## src/rtl/regfile_pkg.sv

```systemverilog
// Shared types for the register-file writeback arbiter: default sizes,
// address/data types, the writeback request record and the round-robin pointer.
package regfile_pkg;

  localparam int WIDTH_DEFAULT = 64;
  localparam int DEPTH_DEFAULT = 32;
  localparam int AW_DEFAULT    = $clog2(DEPTH_DEFAULT);

  typedef logic [AW_DEFAULT-1:0]    reg_addr_t;
  typedef logic [WIDTH_DEFAULT-1:0] reg_data_t;

  typedef struct packed {
    logic      valid;
    reg_addr_t addr;
    reg_data_t data;
  } wb_req_t;

  // Which requester wins when both are valid.
  typedef enum logic {
    PRI0 = 1'b0,
    PRI1 = 1'b1
  } rr_ptr_t;

endpackage

```

## src/rtl/rr_arb2.sv

```systemverilog
// Two-way round-robin grant. A grant is only given to a requester that is
// presenting a request, so the grant vector doubles as the ready vector and is
// one-hot or zero. The pointer moves to the loser after any grant.
module rr_arb2
  import regfile_pkg::*;
(
  input  logic [1:0] valid,
  input  logic       stall,
  input  rr_ptr_t    ptr,
  output logic [1:0] grant,
  output rr_ptr_t    ptr_next
);

  // Grant selection and next-pointer computation.
  always_comb begin
    // NOTE: every output gets a default first so no path leaves it unassigned (no latch).
    grant    = 2'b00;
    ptr_next = ptr;
    if (!stall) begin
      if (valid[0] && (!valid[1] || ptr == PRI0)) begin
        grant = 2'b01;
      end else if (valid[1]) begin
        grant = 2'b10;
      end
    end
    if (grant[0]) begin
      ptr_next = PRI1;
    end else if (grant[1]) begin
      ptr_next = PRI0;
    end
  end

endmodule

```

## src/rtl/regfile_wb_arbiter.sv

```systemverilog
// Writeback arbiter for the integer register file: picks one of two writeback
// requesters per cycle, registers the winning write (x0 writes are swallowed)
// and keeps a per-register pending-write scoreboard.
module regfile_wb_arbiter
  import regfile_pkg::*;
#(
  parameter  int WIDTH = WIDTH_DEFAULT,
  parameter  int DEPTH = DEPTH_DEFAULT,
  localparam int AW    = $clog2(DEPTH)
) (
  input  logic             clk,
  input  logic             rst,
  input  logic             wb_stall,
  input  logic             req0_valid,
  input  logic [AW-1:0]    req0_addr,
  input  logic [WIDTH-1:0] req0_data,
  output logic             req0_ready,
  input  logic             req1_valid,
  input  logic [AW-1:0]    req1_addr,
  input  logic [WIDTH-1:0] req1_data,
  output logic             req1_ready,
  input  logic             rsv_valid,
  input  logic [AW-1:0]    rsv_addr,
  output logic [DEPTH-1:0] busy,
  output logic             regwrite,
  output logic [AW-1:0]    adr_wr_reg,
  output logic [WIDTH-1:0] wr_data
);

  rr_ptr_t          ptr_q, ptr_d;
  logic             regwrite_q, regwrite_d;
  logic [AW-1:0]    adr_q, adr_d;
  logic [WIDTH-1:0] data_q, data_d;
  logic [DEPTH-1:0] busy_q, busy_d;
  logic [DEPTH-1:0] set_mask, clr_mask;
  logic [1:0]       grant;
  logic [AW-1:0]    win_addr;
  logic [WIDTH-1:0] win_data;

  // Reset is folded into the stall so nothing is accepted while it is held.
  rr_arb2 u_arb (
    .valid    ({req1_valid, req0_valid}),
    .stall    (wb_stall | ~rst),
    .ptr      (ptr_q),
    .grant    (grant),
    .ptr_next (ptr_d)
  );

  assign req0_ready = grant[0];
  assign req1_ready = grant[1];

  // Next write-port values and scoreboard update; a set beats a clear on the same register.
  always_comb begin
    regwrite_d = 1'b0;
    adr_d      = adr_q;
    data_d     = data_q;
    set_mask   = '0;
    clr_mask   = '0;
    win_addr   = grant[1] ? req1_addr : req0_addr;
    win_data   = grant[1] ? req1_data : req0_data;
    if ((|grant) && (win_addr != '0)) begin
      regwrite_d = 1'b1;
      adr_d      = win_addr;
      data_d     = win_data;
      clr_mask   = DEPTH'(1) << win_addr;
    end
    if (rsv_valid && (rsv_addr != '0)) begin
      set_mask = DEPTH'(1) << rsv_addr;
    end
    busy_d    = (busy_q & ~clr_mask) | set_mask;
    busy_d[0] = 1'b0;
  end

  // State registers with synchronous active-low reset.
  always_ff @(posedge clk) begin
    // NOTE: sequential state uses non-blocking assignments so all flops update from pre-edge values.
    if (!rst) begin
      ptr_q      <= PRI0;
      regwrite_q <= 1'b0;
      adr_q      <= '0;
      data_q     <= '0;
      busy_q     <= '0;
    end else begin
      ptr_q      <= ptr_d;
      regwrite_q <= regwrite_d;
      adr_q      <= adr_d;
      data_q     <= data_d;
      busy_q     <= busy_d;
    end
  end

  assign busy       = busy_q;
  assign regwrite   = regwrite_q;
  assign adr_wr_reg = adr_q;
  assign wr_data    = data_q;

endmodule
```

## config.mk

```make
export PLATFORM = sky130hd
export DESIGN_NAME = regfile_wb_arbiter
export DESIGN_NICKNAME = d
export VERILOG_FILES = /design/src/rtl/regfile_pkg.sv /design/src/rtl/rr_arb2.sv /design/src/rtl/regfile_wb_arbiter.sv
export SDC_FILE = /design/constraint.sdc
export NUM_CORES = 1
export LEC_CHECK = 0
export CAP_MARGIN = 0
export CORE_ASPECT_RATIO = 0.6
export CORE_MARGIN = 3
export CORE_UTILIZATION = 40
export DETAILED_ROUTE_END_ITERATION = 16
export GPL_ROUTABILITY_DRIVEN = 0
export GPL_TIMING_DRIVEN = 1
export PLACE_DENSITY = 0.81
export SYNTH_ARGS = -nofsm -noshare
export SYNTH_HDL_FRONTEND = slang
export SYNTH_SLANG_ARGS = --single-unit
```

## constraint.sdc

```tcl
create_clock -name clk -period 2.4 [get_ports clk]
set_clock_uncertainty 0.2 [all_clocks]
set_input_delay 0.48 -clock clk [delete_from_list [all_inputs] [get_ports clk]]
set_output_delay 0.48 -clock clk [all_outputs]
set_load 0.01 [all_outputs]
```

After elaboration in Yosys (flattened, before gate mapping):

Cells that the tools add are included.

* add/subtract/negate cells: 0
* multipliers: 0
* divide/modulo/power cells: 0
* $lt $le $gt $ge: 0
* eq/ne operators: 0
* shifts and indexed selects: 2
* multiplexer cells: 10
* bitwise operators: 6
* reduce and logical (&&, ||, !) cells: 9

Operators by type and width (number)
* 32-bit two-way mux: 2
* 64-bit two-way mux: 1
* 1-bit by 5-bit left shift with 32-bit output (first input constant): 2
* 32-bit AND: 1
* 32-bit inverter: 1
* 32-bit bitwise OR: 1
* 5-bit nonzero test: 2
* 2-bit two-way mux: 3
* 5-bit two-way mux: 1
* 1-bit logical AND: 3
* 1-bit two-way mux: 3
* 1-bit inverter: 2
* 2-bit nonzero test: 1
* 2-bit OR reduction: 1
* 1-bit zero test: 1
* 1-bit logical OR: 1
* 1-bit bitwise OR: 1

* register bits after elaboration: 103
* latch bits: 0
* bits in writable memories: 0
* memory bits (read-only): 0
* logic and storage cells: 33
* memories kept: 0

Logic depth before layout (Yosys ltp):

Gate-level depths: netlist of the first run.

* depth in word-level cells: 12
* mapped depth: 8
* depth with buffers taken out: 6

By module:

From an unflattened synthesis of the first run, not the netlist that was laid out.

* cell total of the unflattened synthesis: 501
* area total of the unflattened synthesis: 4508.1 um2

By module, submodules not included
* regfile_wb_arbiter: instances 1, cells each 494, area each 4451.8 um2, sequential area each 2042.0 um2
* rr_arb2: instances 1, cells each 7, area each 56.3 um2, sequential area each 0.0 um2

Least setup slack after synthesis of the first run:

No wires, ideal clock.

* kind: input-to-reg
* start: input rst
* end: register busy_q[11] (netlist: busy[11])
* data arrival time: 1703 ps
* data required time: 2083 ps
* slack: 380 ps
* cell stages on the path: 7
* path through: buf_2 > and2b_2 > nand3_4 > buf_4 > mux2i_1 > nand2_1 > a32o_1

* cells in the longest elaborated chain, start to end: 10
* elaborated cells between the ends (all ways): 12
* those cells by class: shift: 1; mux: 3; bitwise: 5; reduce/logical: 3

Ends and longest elaborated chain
* from (decl): RTL line regfile_wb_arbiter.sv:12 `input logic rst,`
* 1-bit inverter: RTL line regfile_wb_arbiter.sv:43 `.stall (wb_stall | ~rst),`
* 1-bit bitwise OR: RTL line regfile_wb_arbiter.sv:43
* 2-bit two-way mux: RTL line rr_arb2.sv:19 `if (!stall) begin`
* 5-bit two-way mux: RTL line regfile_wb_arbiter.sv:59 `win_addr = grant[1] ? req1_addr : req0_addr;`
* 5-bit nonzero test: RTL line regfile_wb_arbiter.sv:61 `if ((|grant) && (win_addr != '0)) begin`
* 1-bit logical AND: RTL line regfile_wb_arbiter.sv:61
* 32-bit two-way mux: RTL line regfile_wb_arbiter.sv:61
* 32-bit inverter: RTL line regfile_wb_arbiter.sv:70 `busy_d = (busy_q & ~clr_mask) | set_mask;`
* 32-bit AND: RTL line regfile_wb_arbiter.sv:70
* 32-bit bitwise OR: RTL line regfile_wb_arbiter.sv:70
* to (signal assigned): RTL line regfile_wb_arbiter.sv:88 `busy_q <= busy_d;`
* to (decl): RTL line regfile_wb_arbiter.sv:34 `logic [DEPTH-1:0] busy_q, busy_d;`

Several ways; a longest one is shown, not always the timed one.
A chain may end at the register's enable or synchronous reset.

Worst setup path after layout of the first run:

* start: input req1_valid
* end: output req0_ready

* cells in the longest elaborated chain, start to end: 5

Ends and longest elaborated chain
* from (decl): RTL line regfile_wb_arbiter.sv:18 `input logic req1_valid,`
* 1-bit zero test: RTL line rr_arb2.sv:20 `if (valid[0] && (!valid[1] || ptr == PRI0)) begin`
* 1-bit logical OR: RTL line rr_arb2.sv:20
* 1-bit logical AND: RTL line rr_arb2.sv:20
* 2-bit two-way mux: RTL line rr_arb2.sv:20
* 2-bit two-way mux: RTL line rr_arb2.sv:19
* to (decl): RTL line regfile_wb_arbiter.sv:17 `output logic req0_ready,`

Every way passes these cells.

==> implementation parameters, run 1 <==
Parameter                              Value

Clocking
  Number of cells upsized or downsized after cts    3
  Clock buffer count from CTS    9
  Clock-pin slew on the worst setup and hold paths    0.07 ns
  Count of clock tree sinks    102
  Clock tree root driver cell    sky130_fd_sc_hd__clkbuf_16
  Clock tree from TritonCTS    yes
  Clk Latency, worst-skew pair    0.33 ns
  Number of buffers added for setup after CTS    0
  Maximum root-to-sink buffer count    2
  Hold buffers post-CTS    0
  CTS H-Tree Depth    3

Final layout
  Fraction of final layout cells sized beyond drive strength 1    14.1%
  Core utilization of the finished layout    67.9%
  Signed area change from the synthesized netlist to the final layout    64.1%
  Antenna cells    0
  Leading cell type in the layout, fill and taps excluded    sky130_fd_sc_hd__clkdlybuf4s50_1
  Final net count    941
  Number of flip-flops in the largest register    64
  Commonest cells after routing, fill and taps aside    sky130_fd_sc_hd__clkdlybuf4s50_1 (248), sky130_fd_sc_hd__dfxtp_1 (102), sky130_fd_sc_hd__mux2i_1 (74), sky130_fd_sc_hd__o21ai_1 (59), sky130_fd_sc_hd__nand3_1 (47)
  Finished layout cell area    8240 sq um

Timing
  Setup TNS after final layout    0 ns
  Final setup vio count    0
  Part of the cycle the worst path needs    98.1%
  Smallest hold slack    0.243 ns
  Slew HR    61.0%
  Post-route minimum period    2.35 ns
  Unrepaired setup endpoints after global routing    false
  Maximum clock rate    0.425 GHz
  Number of hold violations in the final report    0
  Max-slew violations    0
  Transition time of the tightest slew-check pin    0.585 ns

Detailed routing
  Drt first pass iters    7
  Via density per instance    5.27
  Post-DRT Antenna Nets    0
  Vias    5,068
  WL per Instance    17.5 microns
  Number of DRC markers after the initial detailed-route iteration    270
  DRC errors left    0
  Routed wire length    16,900 microns

Synth
  Multiplexer area fraction after synthesis    16.3%
  Number of synthesized flops with an enable pin    0
  Count of state elements after synthesis    102
  Net count after synthesis    673
  Number of distinct library cells after synthesis    45
  Post-synthesis cell area    5020 sq um
  Syn. warnings    0
  Post-synthesis xor/xnor area fraction    0%
  Compound-gate portion of the synthesized area    17.7%
  Main combinational cell family by area after synthesis    simple AND/OR/NAND/NOR gates
  Portion of the post-synthesis area used by sequential elements    40.7%
  Share of flip-flops with an asynchronous set or reset    0%
  Post-synthesis share of cell area spent on and, or, nand and nor gates    19.4%
  Synthesized area per cell    9.58 sq um
  Share of synthesized cell area in full adder, half adder and majority cells    0%
  Top_reg_cell synth    sky130_fd_sc_hd__dfxtp_1
  Cell count after synthesis    524

Floorplan
  # rows    31
  Floorplan die width    151 microns
  Starting density of the core    41.3%
  Die Footprint    14,000 sq um
  Placeable core area    12,100 sq um
  Top Ports    253
  Floorplan die height    92.8 microns

Placed design
  Detail Placement HPWL    13,700 microns
  Quantity of I/O buffers inserted on ports    251
  Placed inst area    7930 sq um

Critical path
  Largest fanout of any net on the critical path    4
  Required time at the endpoint of the critical path    1.72 ns
  Arrival time worst endpoint    1.67 ns
  Cell family contributing the most delay on the critical path    buffers and inverters
  Sort of element at the start of the critical path    input port
  Largest stage delay on the critical path    0.53 ns
  Crit path buf inv count    2
  Crit-path cells    clkdlybuf4s50_1, a211oi_2, dlygate4sd2_1
  CP max stage cell    sky130_fd_sc_hd__clkdlybuf4s50_1
  Nature of the critical path endpoint    output pin
  Startpoint-to-endpoint class of the critical path    input port to output pin

GRT
  Antenna violations before repair    0
  Pin count of the biggest net entering global routing    54
  Global-route wire length before repair    26,000 microns
  GRT Resource Usage Total    23.3%
  Via count of the first global-routing pass    5,024
  Residual overflow from global routing    0

Job
  Count of maximum capacitance violations    0

Power and ir drop
  Worst voltage drop across the vdd grid    0.000365 V
  Pwr Total    4.27 mW
  Leakage power summed over all cells    3.41 nW
  Pwr/cell area    518 nW/um^2

Hold path
  Class of the most critical hold timing path    input port to register

Outcome
  Outcome    completed
kinds of logic (layout without fill, tap and decap cells):
group           after synthesis  after routing
simple gates                165            165
mux                          81             81
other cells                   1              1
buf+inv                      48            321
flops                       102            102
compound gates              127            127
report_power, final:
part / internal, mW / switching, mW / total (mW)
combinational: 0.545 / 0.385 / 0.930
clock: 0.850 / 0.644 / 1.49
sequential: 1.79 / 0.0563 / 1.84
total: 3.18 / 1.09 / 4.27
synthesized netlist by cell type, types with 6 or more instances:
| cell type | number | area [sq um] |
|---|---|---|
| sky130_fd_sc_hd__nand3_2 | 23 | 230 |
| sky130_fd_sc_hd__nor3b_1 | 6 | 45.0 |
| sky130_fd_sc_hd__dfxtp_1 | 102 | 2040 |
| sky130_fd_sc_hd__nor2_1 | 10 | 37.5 |
| sky130_fd_sc_hd__a32o_1 | 24 | 240 |
| sky130_fd_sc_hd__mux2i_1 | 74 | 741 |
| sky130_fd_sc_hd__nand2_1 | 38 | 143 |
| sky130_fd_sc_hd__nor2b_1 | 8 | 50.1 |
| sky130_fd_sc_hd__o21ai_1 | 59 | 295 |
| sky130_fd_sc_hd__o21ai_2 | 8 | 70.1 |
| sky130_fd_sc_hd__buf_6 | 7 | 78.8 |
| sky130_fd_sc_hd__o21ai_0 | 11 | 55.1 |
| sky130_fd_sc_hd__mux2_2 | 6 | 67.6 |
| sky130_fd_sc_hd__nand2b_1 | 9 | 56.3 |
| sky130_fd_sc_hd__nand3_1 | 47 | 235 |
| sky130_fd_sc_hd__clkbuf_1 | 16 | 60.1 |
| sky130_fd_sc_hd__buf_2 | 15 | 75.1 |
| sky130_fd_sc_hd__nand3b_1 | 6 | 45.0 |
worst paths after layout:
check | startpoint | end | slack [ns] | cells past startpoint
hold / removal | rst | ptr_q$_SDFFE_PN0P_ | 0.24 | 2
setup / recovery | req1_valid | req0_ready | 0.05 | 3
setup reg to reg | ptr_q$_SDFFE_PN0P_ | busy[2]$_SDFF_PN0_ | 0.42 | 6
hold reg to reg | wr_data[26]$_SDFFE_PN0P_ | wr_data[26]$_SDFFE_PN0P_ | 0.26 | 2
metrics by stage:
stage | std cells | setup slack [ns]
after floorplan | 524 | 0.380
after global placement | 946 | -0.274
after detailed placement | 946 | -0.298
after CTS | 962 | 0.0707
after global routing | 962 | 0.00424
final | 962 | 0.0468
worst reg2reg max path: stages, from the launching register on:
cell and delay [ns]:
sky130_fd_sc_hd__dfxtp_1 0.36, sky130_fd_sc_hd__nand2b_1 0.21, sky130_fd_sc_hd__buf_4 0.16, sky130_fd_sc_hd__a21boi_0 0.25, sky130_fd_sc_hd__o21a_1 0.33, sky130_fd_sc_hd__nand2_1 0.10
sky130_fd_sc_hd__a32o_1 0.26
metal layers:
layer  track usage (%)  part of all wire, %  wire (microns)
met1              30.8                   43            7190
met2              37.9                   47            7880
met3              7.19                  9.7            1630
met4              4.45                 0.95             160
met5                 0                    0               0
area by class of cell:
cell class	instances	area, sq um
clock buffers	11	243
well taps	165	206
fillers	907	3900
multi-input cells	374	2690
repair buffers	300	2980
clock inverters	5	63.8
flip-flops and latches	102	2040
inverters	5	18.8
(Power assumes the default switching activity.)
==> run 2: changes to the inputs <==
--- a/config.mk
+++ b/config.mk
@@ -16,3 +16,4 @@
 export SYNTH_ARGS = -nofsm -noshare
 export SYNTH_HDL_FRONTEND = slang
 export SYNTH_SLANG_ARGS = --single-unit
+export TNS_END_PERCENT = 1
==> results of run 2 <==
The final DEF is identical to that of run 1; final timing and power are the same.
